==> src/rtl/sop_mac_sequencer_if.sv <==
// rtl/sop_mac_sequencer_if.sv - sample, result and coefficient signals of the SOP MAC sequencer
//
// Purpose: bundles the coefficient write port, the sample valid/ready input
// and the result valid/ready output of sop_mac_sequencer.
// Ports (signals):
//   coef_we/coef_addr/coef_data  coefficient write request
//   coef_err                     write dropped because the engine was busy
//   in_valid/in_ready/data_in    sample handshake
//   out_valid/out_ready/adder_out result handshake
//   busy                         engine is not idle
// Modports: master = sample/coef producer and result consumer, slave = engine.

interface sop_mac_sequencer_if #(
  parameter int width = 4,
  parameter int AW    = 2,
  parameter int ACC_W = 2*width+1+AW
);
  logic             coef_we;
  logic [AW-1:0]    coef_addr;
  logic [width:0]   coef_data;
  logic             coef_err;
  logic             in_valid;
  logic             in_ready;
  logic [width-1:0] data_in;
  logic             out_valid;
  logic             out_ready;
  logic [ACC_W-1:0] adder_out;
  logic             busy;

  modport master (
    output coef_we, coef_addr, coef_data, in_valid, data_in, out_ready,
    input  coef_err, in_ready, out_valid, adder_out, busy
  );

  modport slave (
    input  coef_we, coef_addr, coef_data, in_valid, data_in, out_ready,
    output coef_err, in_ready, out_valid, adder_out, busy
  );
endinterface

==> src/rtl/sop_mac_sequencer.sv <==
// rtl/sop_mac_sequencer.sv - time-multiplexed sum-of-products (FIR) engine
//
// Purpose: owns a TAPS-deep sample delay line and a writable coefficient bank,
// and computes sum(coef[k]*line[k]) with one shared multiplier/accumulator
// sequenced over TAPS cycles per accepted sample.
// Ports:
//   CLK    rising-edge clock
//   RESET  asynchronous active-low reset
//   bus    sop_mac_sequencer_if.slave (coefficient writes, sample in, result out)

module sop_mac_sequencer #(
  parameter int width = 4,
  parameter int AW    = 2,
  parameter int ACC_W = 2*width+1+AW
) (
  input  logic                  CLK,
  input  logic                  RESET,
  sop_mac_sequencer_if.slave    bus
);
  localparam int TAPS = 2**AW;

  typedef enum logic [1:0] {IDLE, MAC, DONE} state_t;

  state_t            state;
  logic [width-1:0]  line [TAPS];
  logic [width:0]    coef [TAPS];
  logic [ACC_W-1:0]  acc;
  logic [AW-1:0]     idx;
  logic [2*width:0]  prod;
  logic [ACC_W-1:0]  acc_next;

  // Both operands widened to the full product width so the multiply is
  // evaluated at 2*width+1 bits.
  assign prod     = {{width{1'b0}}, coef[idx]} * {{(width+1){1'b0}}, line[idx]};
  assign acc_next = acc + ACC_W'(prod);

  assign bus.in_ready = (state == IDLE);
  assign bus.busy     = (state != IDLE);

  always_ff @(posedge CLK or negedge RESET) begin
    if (!RESET) begin
      state         <= IDLE;
      for (int k = 0; k < TAPS; k++) begin
        line[k] <= '0;
        coef[k] <= '0;
      end
      acc           <= '0;
      idx           <= '0;
      bus.adder_out <= '0;
      bus.out_valid <= 1'b0;
      bus.coef_err  <= 1'b0;
    end else begin
      bus.coef_err <= 1'b0;
      case (state)
        IDLE: begin
          // A write and an accept in the same cycle are both taken; the MAC
          // reads the bank only from the next cycle on, so it sees the new value.
          if (bus.coef_we) coef[bus.coef_addr] <= bus.coef_data;
          if (bus.in_valid) begin
            line[0] <= bus.data_in;
            for (int k = 1; k < TAPS; k++) line[k] <= line[k-1];
            acc   <= '0;
            idx   <= '0;
            state <= MAC;
          end
        end
        MAC: begin
          bus.coef_err <= bus.coef_we;
          acc          <= acc_next;
          idx          <= idx + AW'(1);
          if (idx == AW'(TAPS-1)) begin
            bus.adder_out <= acc_next;
            bus.out_valid <= 1'b1;
            state         <= DONE;
          end
        end
        DONE: begin
          bus.coef_err <= bus.coef_we;
          if (bus.out_ready) begin
            bus.out_valid <= 1'b0;
            state         <= IDLE;
          end
        end
        default: state <= IDLE;
      endcase
    end
  end
endmodule

==> src/flat_wrapper.sv <==
// flat-port wrapper written by rule: the top's interface ports become plain ports
module sop_mac_sequencer_flat 
#(
  parameter int width = 4,
  parameter int AW    = 2,
  parameter int ACC_W = 2*width+1+AW
)
  (CLK, RESET, bus_coef_we, bus_coef_addr, bus_coef_data, bus_in_valid, bus_data_in, bus_out_ready, bus_coef_err, bus_in_ready, bus_out_valid, bus_adder_out, bus_busy);
  sop_mac_sequencer_if #(.width(width), .AW(AW), .ACC_W(ACC_W)) bus_i ();
  input  logic CLK;
  input  logic RESET;
  input wire logic [$bits(bus_i.coef_we)-1:0] bus_coef_we;
  input wire logic [$bits(bus_i.coef_addr)-1:0] bus_coef_addr;
  input wire logic [$bits(bus_i.coef_data)-1:0] bus_coef_data;
  input wire logic [$bits(bus_i.in_valid)-1:0] bus_in_valid;
  input wire logic [$bits(bus_i.data_in)-1:0] bus_data_in;
  input wire logic [$bits(bus_i.out_ready)-1:0] bus_out_ready;
  output wire logic [$bits(bus_i.coef_err)-1:0] bus_coef_err;
  output wire logic [$bits(bus_i.in_ready)-1:0] bus_in_ready;
  output wire logic [$bits(bus_i.out_valid)-1:0] bus_out_valid;
  output wire logic [$bits(bus_i.adder_out)-1:0] bus_adder_out;
  output wire logic [$bits(bus_i.busy)-1:0] bus_busy;
  assign bus_i.coef_we = bus_coef_we;
  assign bus_i.coef_addr = bus_coef_addr;
  assign bus_i.coef_data = bus_coef_data;
  assign bus_i.in_valid = bus_in_valid;
  assign bus_i.data_in = bus_data_in;
  assign bus_i.out_ready = bus_out_ready;
  assign bus_coef_err = bus_i.coef_err;
  assign bus_in_ready = bus_i.in_ready;
  assign bus_out_valid = bus_i.out_valid;
  assign bus_adder_out = bus_i.adder_out;
  assign bus_busy = bus_i.busy;
  sop_mac_sequencer #(.width(width), .AW(AW), .ACC_W(ACC_W)) u_core (.CLK(CLK), .RESET(RESET), .bus(bus_i));
endmodule
==> config.mk <==
export PLATFORM = sky130hd
export DESIGN_NAME = sop_mac_sequencer_flat
export DESIGN_NICKNAME = d
export VERILOG_FILES = /design/src/rtl/sop_mac_sequencer_if.sv /design/src/rtl/sop_mac_sequencer.sv /design/src/flat_wrapper.sv
export SDC_FILE = /design/constraint.sdc
export NUM_CORES = 1
export LEC_CHECK = 0
export CAP_MARGIN = 20
export CORE_UTILIZATION = 58
export DETAILED_ROUTE_END_ITERATION = 16
export GPL_TIMING_DRIVEN = 0
export PLACE_DENSITY = 0.82
export RECOVER_POWER = 100
export SLEW_MARGIN = 30
export SYNTH_ARGS = -nofsm -noshare
export SYNTH_HDL_FRONTEND = slang
export SYNTH_SLANG_ARGS = --single-unit
==> constraint.sdc <==
create_clock -name CLK -period 5.51 [get_ports CLK]
set_clock_uncertainty 0.05 [all_clocks]
set_input_delay 1.102 -clock CLK [delete_from_list [all_inputs] [get_ports CLK]]
set_output_delay 1.102 -clock CLK [all_outputs]
set_load 0.05 [all_outputs]
# --- Word level (Yosys, flattened, before mapping) ---
# Cells that the tools add are included.
classes:
  addsub: 2
  n_mul: 1
  order_cmp: 3
  n_eq_ne: 6
  n_mux: 21
  bitwise_logic: 2
  n_reduce_logical: 12
ops:
  columns: ["op", "n"]
  rows:
  - ["case mux 11 bit (2 select lines)", 1]
  - ["bitwise mux 20 bit", 1]
  - ["2-to-1 mux 5 bit", 3]
  - ["adder 11 x 9 -> 11 bit", 1]
  - ["2-to-1 mux 11 bit", 1]
  - ["binary-select mux 5 bit (select 2 bit)", 1]
  - ["demux 5 bit (select 2 bit)", 1]
  - ["multiplier 5 x 4 -> 9 bit", 1]
  - ["binary-select mux 4 bit (select 2 bit)", 1]
  - ["2-to-1 mux 2 bit", 4]
  - ["2-to-1 mux 4 bit", 2]
  - ["AND reduction 2 bit", 4]
  - ["greater-or-equal comparator 3 bit (second input constant)", 2]
  - ["NOT 2 -> 3 bit", 2]
  - ["case mux 2 bit (3 select lines)", 1]
  - ["AND reduction 3 bit", 2]
  - ["nonzero test 2 bit", 3]
  - ["equality test 2 bit (second input constant)", 2]
  - ["inequality test 2 bit (second input constant)", 2]
  - ["case mux 2 bit (2 select lines)", 1]
  - ["less-than comparator 3 x 1 -> 1 bit (second input constant)", 1]
  - ["2-to-1 mux 1 bit", 3]
  - ["adder 2 x 1 -> 2 bit (second input constant)", 1]
  - ["equality test 2 x 1 -> 1 bit (second input constant)", 1]
  - ["5 further kinds", 5]
word_totals:
  reg_bits: 64
  input_bits: 16
  out_inout_bits: 15
  elab_cells: 61

# --- Depth between registers and ports, before layout ---
logic_depth:
  word_depth: 7
  depth_mapped: 15
  depth_no_buf: 14

# --- Worst setup path after synthesis ---
# OpenSTA, ideal clock, no wires.
synth_path:
  path_type: "register to register"
  startpoint: "reg u_core.idx[0]"
  endpoint: "reg u_core.bus.adder_out[8]"
  setup_time_ns: 0.125
  t_arrival_ns: 3.969
  t_required_ns: 5.335
  setup_slack_ns: 1.366
  path_stages_with_launch: 15
  path_buffers: 1
  synth_period_minus_slack_ns: 4.144
  cell_sequence: "dfrtp_1 -> buf_6 -> mux4_2 -> and2_1 -> fa_1 -> fa_1 -> inv_1 -> fa_1 -> inv_1 -> ha_1 -> nand2_1 -> a211o_1 -> nand3_2 -> xor2_2 -> mux2_2"
synth_via:
  elab_chain_len: 6
  word_cells_on_any_way: 11
  classes_between: "add/sub (1); mul (1); eq/ne (1); mux (6); bitwise (1); reduce/logical (1)"
synth_lines:
  columns: ["item", "line_no", "rtl"]
  rows:
  - ["start, declared", "sop_mac_sequencer.sv:28", "logic [AW-1:0] idx;"]
  - ["start signal, assigned", "sop_mac_sequencer.sv:70", "idx <= idx + AW'(1);"]
  - ["NOT 2 -> 3 bit (implied by the code)", "sop_mac_sequencer.sv:34", "assign prod = {{width{1'b0}}, coef[idx]} * {{(width+1){1'b0}}, line[idx]};"]
  - ["binary-select mux 5 bit (select 2 bit) or binary-select mux 4 bit (select 2 bit) (tied branches)", "sop_mac_sequencer.sv:34", null]
  - ["2-to-1 mux 5 bit (implied by the code) or 2-to-1 mux 4 bit (tied branches) (2 in series)", "sop_mac_sequencer.sv:34", null]
  - ["multiplier 5 x 4 -> 9 bit", "sop_mac_sequencer.sv:34", null]
  - ["adder 11 x 9 -> 11 bit", "sop_mac_sequencer.sv:35", "assign acc_next = acc + ACC_W'(prod);"]
  - ["end signal, assigned", "sop_mac_sequencer.sv:72", "bus.adder_out <= acc_next;"]
  - ["end, declared", "sop_mac_sequencer_if.sv:37", "output coef_err, in_ready, out_valid, adder_out, busy"]
# Several ways; a longest one is shown, not always the timed one. The select of a mux whose other input is x is not followed.
# A chain may end at the register's enable or synchronous reset.

# --- Worst setup path in the final report ---
layout_path:
  startpoint: "reg u_core.idx[1]"
  endpoint: "reg u_core.bus.adder_out[10]"
# The elaborated chain is that of the path after synthesis.

==> results.cfg <==
[run_status]
status = complete, but fails checks
violations = capacitance limit, slew limit

[synth]
synth-seq-cells = 64
synthAdderAreaFrac = 0.145
synth_edf_count = 0
syn_inst = 297
yosysTopAreaCell = dfrtp_1
synth_top_cell_area_share = 0.441
synth_compound_area_frac = 0.0795
syn-num-nets = 348
synth.avg_cell_area_um2 = 12.2
yosysWarningCount = 0
ys.flop_type = dfrtp_1
async_flop_share = 1.00
synthMostInstantiatedCell = dfrtp_1
synth_area_leaders = dfrtp_1 44%, mux2_2 13%, ha_1 7.9%
synth_mux_area_frac = 0.189
synthTopCellsByCount = 64 x dfrtp_1, 43 x mux2_2, 36 x inv_1
yosysSeqAreaShare = 0.441
syn_area_um2 = 3630
synth_cell_types = 38
synth_top_family_by_area = multiplexers
synth-xor-area-share = 0.0189
synth_simple_gate_area_share = 0.0799

[die]
core_um2 = 5990
core.rowCount = 28
start_util = 0.607
die_h_um = 81.2
io_pins = 31
dieArea_um2 = 6590
die_w_um = 81.2

[global_route]
grt_use_total = 0.238
grt_pass1_wl_um = 11500
grt-ovfl-total = 0
antenna_found_initial = 0
grt_pass1_vias = 2512
grt_max_degree = 42

[timing]
slew_headroom = -0.433
setup_tns_ns = 0
rsz0062_at_grt = false
setup_viol = 0
finalMaxSlewViolations = 42
period_share = 0.814
fmax_ghz = 0.223
period_needed_ns = 4.48
hold_viol_final = 0
worst_pin_slew_ns = 2.15

[clock_network]
ctsLongestPathBuffers = 2
ctsResizeCount = 0
htreeDepth = 3
clk_latency_ns = 0.34
cts_setup_buffers = 0
cts_root_buffer = clkbuf_8
clk_pin_slew_worst_paths_ns = 0.07
numCtsBuffers = 9
cts.sinks = 64
cts_tree = built
hold_buffers = 0

[setup_path]
path_common_cell = fa_1
crit_path_cell_trace = clkbuf_1 > mux4_2 > nand2_1 > fa_1 > fa_1 > fa_1 > inv_1 > ha_1 > a21oi_1 > a21oi_1 > o21ai_0 > nor3b_1 > o31ai_1
startpoint_type = flip-flop
required_ns = 5.68
criticalPathCategory = flip-flop to flip-flop
path_max_fanout = 10
cp_top_family = adder cells
end_kind = flip-flop
worst-path-buf-inv = 2
critPathArrivalTime_ns = 4.65
slowest_stage = fa_1
max_stage_delay_ns = 0.51

[flow_run]
maxCapViolCount = 1

[drt]
via_per_inst = 5.55
drtPass1Iterations = 4
wire_per_inst_um = 16.1
drcViolationCount = 0
ant_nets = 0
drtIter0Drc = 103
routed_wl_um = 6730
vias = 2325

[final_layout]
fill_cells = 443
n_antenna_cell = 0
drive_gt1_frac = 0.206
syn2layout_area_growth_pct = 15.9
nets = 390

[placed_design]
hpwl_um = 5000
port_buffers = 30
gp_congestion = 0.808

[hold_path]
hold_class = flip-flop to flip-flop
==> through the flow <==
stage	cell area, um2	instances	setup slack [ns]	util	hold slack [ns]
floorplan	3630	297	1.37	-	0.400
global placement	4030	402	1.10	0.672	0.415
detailed placement	4050	403	1.02	0.675	0.422
CTS	4270	419	1.04	0.712	0.439
global route	4210	419	0.702	0.703	0.473
finish	4210	419	1.03	0.703	0.426
==> final timing paths <==
check	startpoint	endpoint	slack (ns)	cells after the start
worst max-delay path	u_core.idx[1]	u_core.bus.adder_out[10]	1.03	13
worst min-delay path	u_core.bus.adder_out[3]	u_core.bus.adder_out[3]	0.43	2
worst max register to register	u_core.idx[1]	u_core.bus.adder_out[10]	1.03	13
worst min register to register	u_core.bus.adder_out[3]	u_core.bus.adder_out[3]	0.43	2
max in group asynchronous	RESET	u_core.line[7]	1.82	2
min in group asynchronous	RESET	u_core.bus.adder_out[9]	0.97	1
==> tightest hold or removal path: cells and delay by family, from the launching register on <==
family	cells	cell delay (ns)
and+or+nand+nor	1	0.04
AOI/OAI and AO/OA	1	0.06
DFF	1	0.34
==> cells in the final DEF, fill, tap and decap left out, types with 6 or more instances in the layout <==
master           netlist  layout
a21oi_1                6       8
nand2_1               24      25
dfrtp_1               64      64
fa_1                  12      12
clkbuf_1               2       6
clkdlybuf4s50_1        0      11
inv_1                 36      36
o21ai_0                6      11
clkbuf_8               0      10
mux2_2                43      42
a22o_1                 7       7
mux4_2                 9       9
dlygate4sd3_1          0      18
ha_1                  23      23
and2_1                19      14
==> cell families after synthesis <==
group / Yosys count
flops: 64
buf+inv: 42
fa+ha+maj: 35
compound gates: 42
mux: 52
xor+xnor: 7
simple gates: 55
==> area by class of cell <==
cell class	count	area, um2	area share
Tap cell	75	93.8	0.0223
Multi-Input combinational cell	191	1830	0.435
Timing Repair Buffer	31	298	0.0707
Clock inverter	6	82.6	0.0196
Buffer	6	31.3	0.00743
Sequential cell	64	1600	0.380
Clock buffer	10	138	0.0327
Inverter	36	135	0.0321
==> flip-flops by register name, indices dropped and copies added, names as in the netlist <==
register,count
u_core.acc,11
u_core.bus.out_valid,1
u_core.bus.coef_err,1
u_core.line,16
u_core.state,2
u_core.bus.adder_out,11
u_core.idx,2
u_core.coef,20
==> routing by layer <==
layer	vias up	GRT usage	routed length (um)
li1	1110	-	-
met2	25	0.404	3490
met5	-	0	0
met3	7	0.0528	148
met1	1183	0.299	3000
met4	0	0.0821	90
Power is not shown: default switching activity piles up to over one toggle a cycle in this logic, so the estimate is an artifact.
==> RTL change 1 (config.mk and constraints unchanged) <==
Reset style: synchronous (`RESET`), changed in one clocked block. Comments in the files are not updated.
--- a/src/rtl/sop_mac_sequencer.sv
+++ b/src/rtl/sop_mac_sequencer.sv
@@ -39,3 +39,3 @@
 
-  always_ff @(posedge CLK or negedge RESET) begin
+  always_ff @(posedge CLK) begin
     if (!RESET) begin
Function: differs if RESET is asserted again (counterexample within 4 cycles, from zero or initial values and one cycle with RESET low); with RESET held inactive, the same outputs for 10 cycles.
==> RTL change 1 against the unedited design <==
Sequential cell count grew 2. Area after synthesis grew 1.7%. Count of clock-buffer cells in the layout shrank 1. Setup slack lost 0.093 ns. Design area grew 2.2%. Cell count grew 12%. Die area grew 1.6%. Critical endpoint is now u_core.bus.adder_out[6]. Wire length grew 3.4%. Fmax shrank 2.0%. Non-clock buffer count grew 4.
==> RTL change 1: results (changes against the unedited design) <==
grtUsageTotal_pct: 23.6  # -0.17 points
final_nets: 440  # +13%
synth.top_cells.by_area: "edfxtp_1, dfxtp_1, and2_1"
drtIter0Drc: 129  # +25%
netlist_top_cells_count: "and2_1, inv_1, edfxtp_1"
whs_ns: 0.407  # -0.0186 ns
wl_met2_um: 3460  # -0.95%
synth_edf_count: 36  # +36
stdcell_count: 469  # +12%
synth_top_flop_cell: "edfxtp_1"
slowest_delay_ns: 0.61  # +0.10 ns
seq_area_frac_synth_pct: 45.5  # +1.5 points
synthAdderAreaFrac_pct: 14.3  # -0.24 points
met3_usage_pct: 6.11  # +0.83 points
wl_met3_um: 306  # +110%
num_vias: 2623  # +13%
routabilityCongestion: 0.811  # +0.32%
hpwl_um: 5230  # +4.7%
wirelength_um: 6960  # +3.4%
avgSynthCellArea_um2: 10.6  # -13%
synth.distinct_cells: 42  # +11%
synthArstFlopShare_pct: 0  # -100 points
slew_headroom_pct: 54.9  # +98 points
synth_mux_area_share_pct: 5.49  # -13 points
place_inst: 453  # +12%
hp-class: "flop to flop"
grtUsageMet1_pct: 30.9  # +0.98 points
cp.arrival_ns: 4.75  # +0.10 ns
crit_slowest_cell: "mux4_2"
crit_fanout: 9  # -1
grt_max_degree: 17  # -60%
outcome: "finished clean"
grt_pass1_vias: 2494  # -0.72%
met2_usage_pct: 37.3  # -3.1 points
drive_above_1_share_pct: 7.61  # -13 points
synth_fp_nets: 399  # +15%
synth_compound_area_share_pct: 9.52  # +1.6 points
synthXorXnorAreaFrac_pct: 0.949  # -0.95 points
met1_length_um: 3090  # +2.9%
==> RTL change 1: final timing paths <==
path              cells after the start                 endpoint                     from
setup reg to reg                     14  u_core.bus.adder_out[6]                     flop
setup / recovery                     14  u_core.bus.adder_out[6]                     flop
hold / removal                        2  u_core.bus.adder_out[4]  u_core.bus.adder_out[4]
hold reg to reg                       2  u_core.bus.adder_out[4]  u_core.bus.adder_out[4]
==> RTL change 1: metrics by stage <==
stage | power, mW | worst slack, ns | instance area [µm²]
2_1_floorplan | 0.789 | 1.23 | 3690
3_3_place_gp | 0.861 | 0.981 | 4090
3_5_place_dp | 0.869 | 0.937 | 4090
4_1_cts | 1.31 | 0.926 | 4310
5_1_grt | 1.36 | 0.716 | 4310
6_report | 1.30 | 0.934 | 4310
==> RTL change 1: final cells by class <==
cell class	instances	area, µm²
Clock buffer	9	124
Sequential cell	66	1680
Multi-Input combinational cell	231	1810
Fill cell	449	1720
Inverter	40	150
Clock inverter	7	93.8
Timing Repair Buffer	30	300
Tap cell	75	93.8
Buffer	11	51.3
==> RTL change 2 (same flow settings) <==
Without the edit above. `width` is set to 4 in 3 places; all go to 3.
--- a/src/rtl/sop_mac_sequencer_if.sv
+++ b/src/rtl/sop_mac_sequencer_if.sv
@@ -13,3 +13,3 @@
 interface sop_mac_sequencer_if #(
-  parameter int width = 4,
+  parameter int width = 3,
   parameter int AW    = 2,
--- a/src/rtl/sop_mac_sequencer.sv
+++ b/src/rtl/sop_mac_sequencer.sv
@@ -11,3 +11,3 @@
 module sop_mac_sequencer #(
-  parameter int width = 4,
+  parameter int width = 3,
   parameter int AW    = 2,
--- a/src/flat_wrapper.sv
+++ b/src/flat_wrapper.sv
@@ -3,3 +3,3 @@
 #(
-  parameter int width = 4,
+  parameter int width = 3,
   parameter int AW    = 2,
Interface: changed (resized bus_adder_out, bus_coef_data and bus_data_in); port bits go from 31 to 27. The function was not compared with the original's and may differ.
==> RTL change 2 against the unedited design <==
The run still ends with capacitance limit, slew limit left. Design area decreased by 24%. Area after synthesis shrank 23%. Worst hold slack hardly changed. Global-route usage down 0.95 points. Non-clock buffer count is 3 lower. Setup slack gained 0.27 ns. Core utilization is 0.53 points higher. Wire length is 25% lower. Sequential cell count down 12. Cell count fell by 25%.
Power is left out: the tool's default activity adds up to more than one toggle a clock period on the data nets, which glitch-free logic cannot reach.
==> RTL change 2: results (changes against the unedited design) <==
seqCellArea_um2: 1300  # -19%
whs_ns: 0.425  # -0.000401 ns
grt_max_degree: 32  # -24%
grtUsageTotal_pct: 22.8  # -0.95 points
synthAdderAreaFrac_pct: 11.3  # -3.3 points
core-area_um2: 4500  # -25%
fmax_mhz: 237  # +6.4%
pre_cts_slack_ns: 1.63  # +0.607 ns
outcome: "finished with violations"
htreeDepth: 2  # -1
netlist_top_cells_count: "dfrtp_1, mux2_2, nand2_1"
grt_pass1_wl_um: 8900  # -23%
path_clk_slew_ns: 0.10  # +0.03 ns
synth_mux_area_share_pct: 19.2  # +0.34 points
nonClkBufAreaFrac_pct: 9.14  # +1.3 points
synth_compound_area_share_pct: 8.40  # +0.44 points
synth.top_cells.by_area: "dfrtp_1, mux2_2, ha_1"
clk_latency_ns: 0.31  # -0.03 ns
reg_top3: "u_core.coef: 16 flops, u_core.line: 12 flops"
slew_violations: 32  # -24%
drv_cap: 1  # unchanged
place_area_um2: 3140  # -22%
syn_inst: 229  # -23%
worst_slew_pin_slew_ns: 1.64  # -0.505 ns
reg2reg_depth: 12  # -1
routabilityCongestion: 0.851  # +5.3%
grt_pass1_vias: 1879  # -25%
multi_input_comb_cells: 149  # -22%
crit_fanout: 9  # -1
violations: "capacitance limit, slew limit"
detail_route.wl_per_cell_um: 15.9  # -0.78%
crit_slowest_cell: "mux4_2"
==> RTL change 2: worst reg2reg max path: cells and delay by family, from the launching register on <==
family	cells	cell delay (ns)
flops	1	0.36
mux	1	0.63
simple gates	1	0.20
buf+inv	3	0.59
fa+ha+maj	3	1.38
compound gates	3	0.69
xor+xnor	1	0.20
==> RTL change 2: path summary, 6_finish.rpt <==
kind | to | start
min in group asynchronous | u_core.bus.adder_out[6] | RESET
max reg2reg | u_core.bus.adder_out[7] | u_core.idx[0]
max | u_core.bus.adder_out[7] | u_core.idx[0]
min reg2reg | u_core.bus.adder_out[7] | u_core.bus.adder_out[7]
max in group asynchronous | u_core.coef[3] | RESET
min | u_core.bus.adder_out[7] | u_core.bus.adder_out[7]
==> RTL change 2: metal layers <==
metal	up-vias	track usage [%]	wire length, µm
met4	0	8.06	93
met1	882	31.5	2360
li1	877	-	-
met5	-	0	0
met3	9	4.64	141
met2	29	36.5	2440
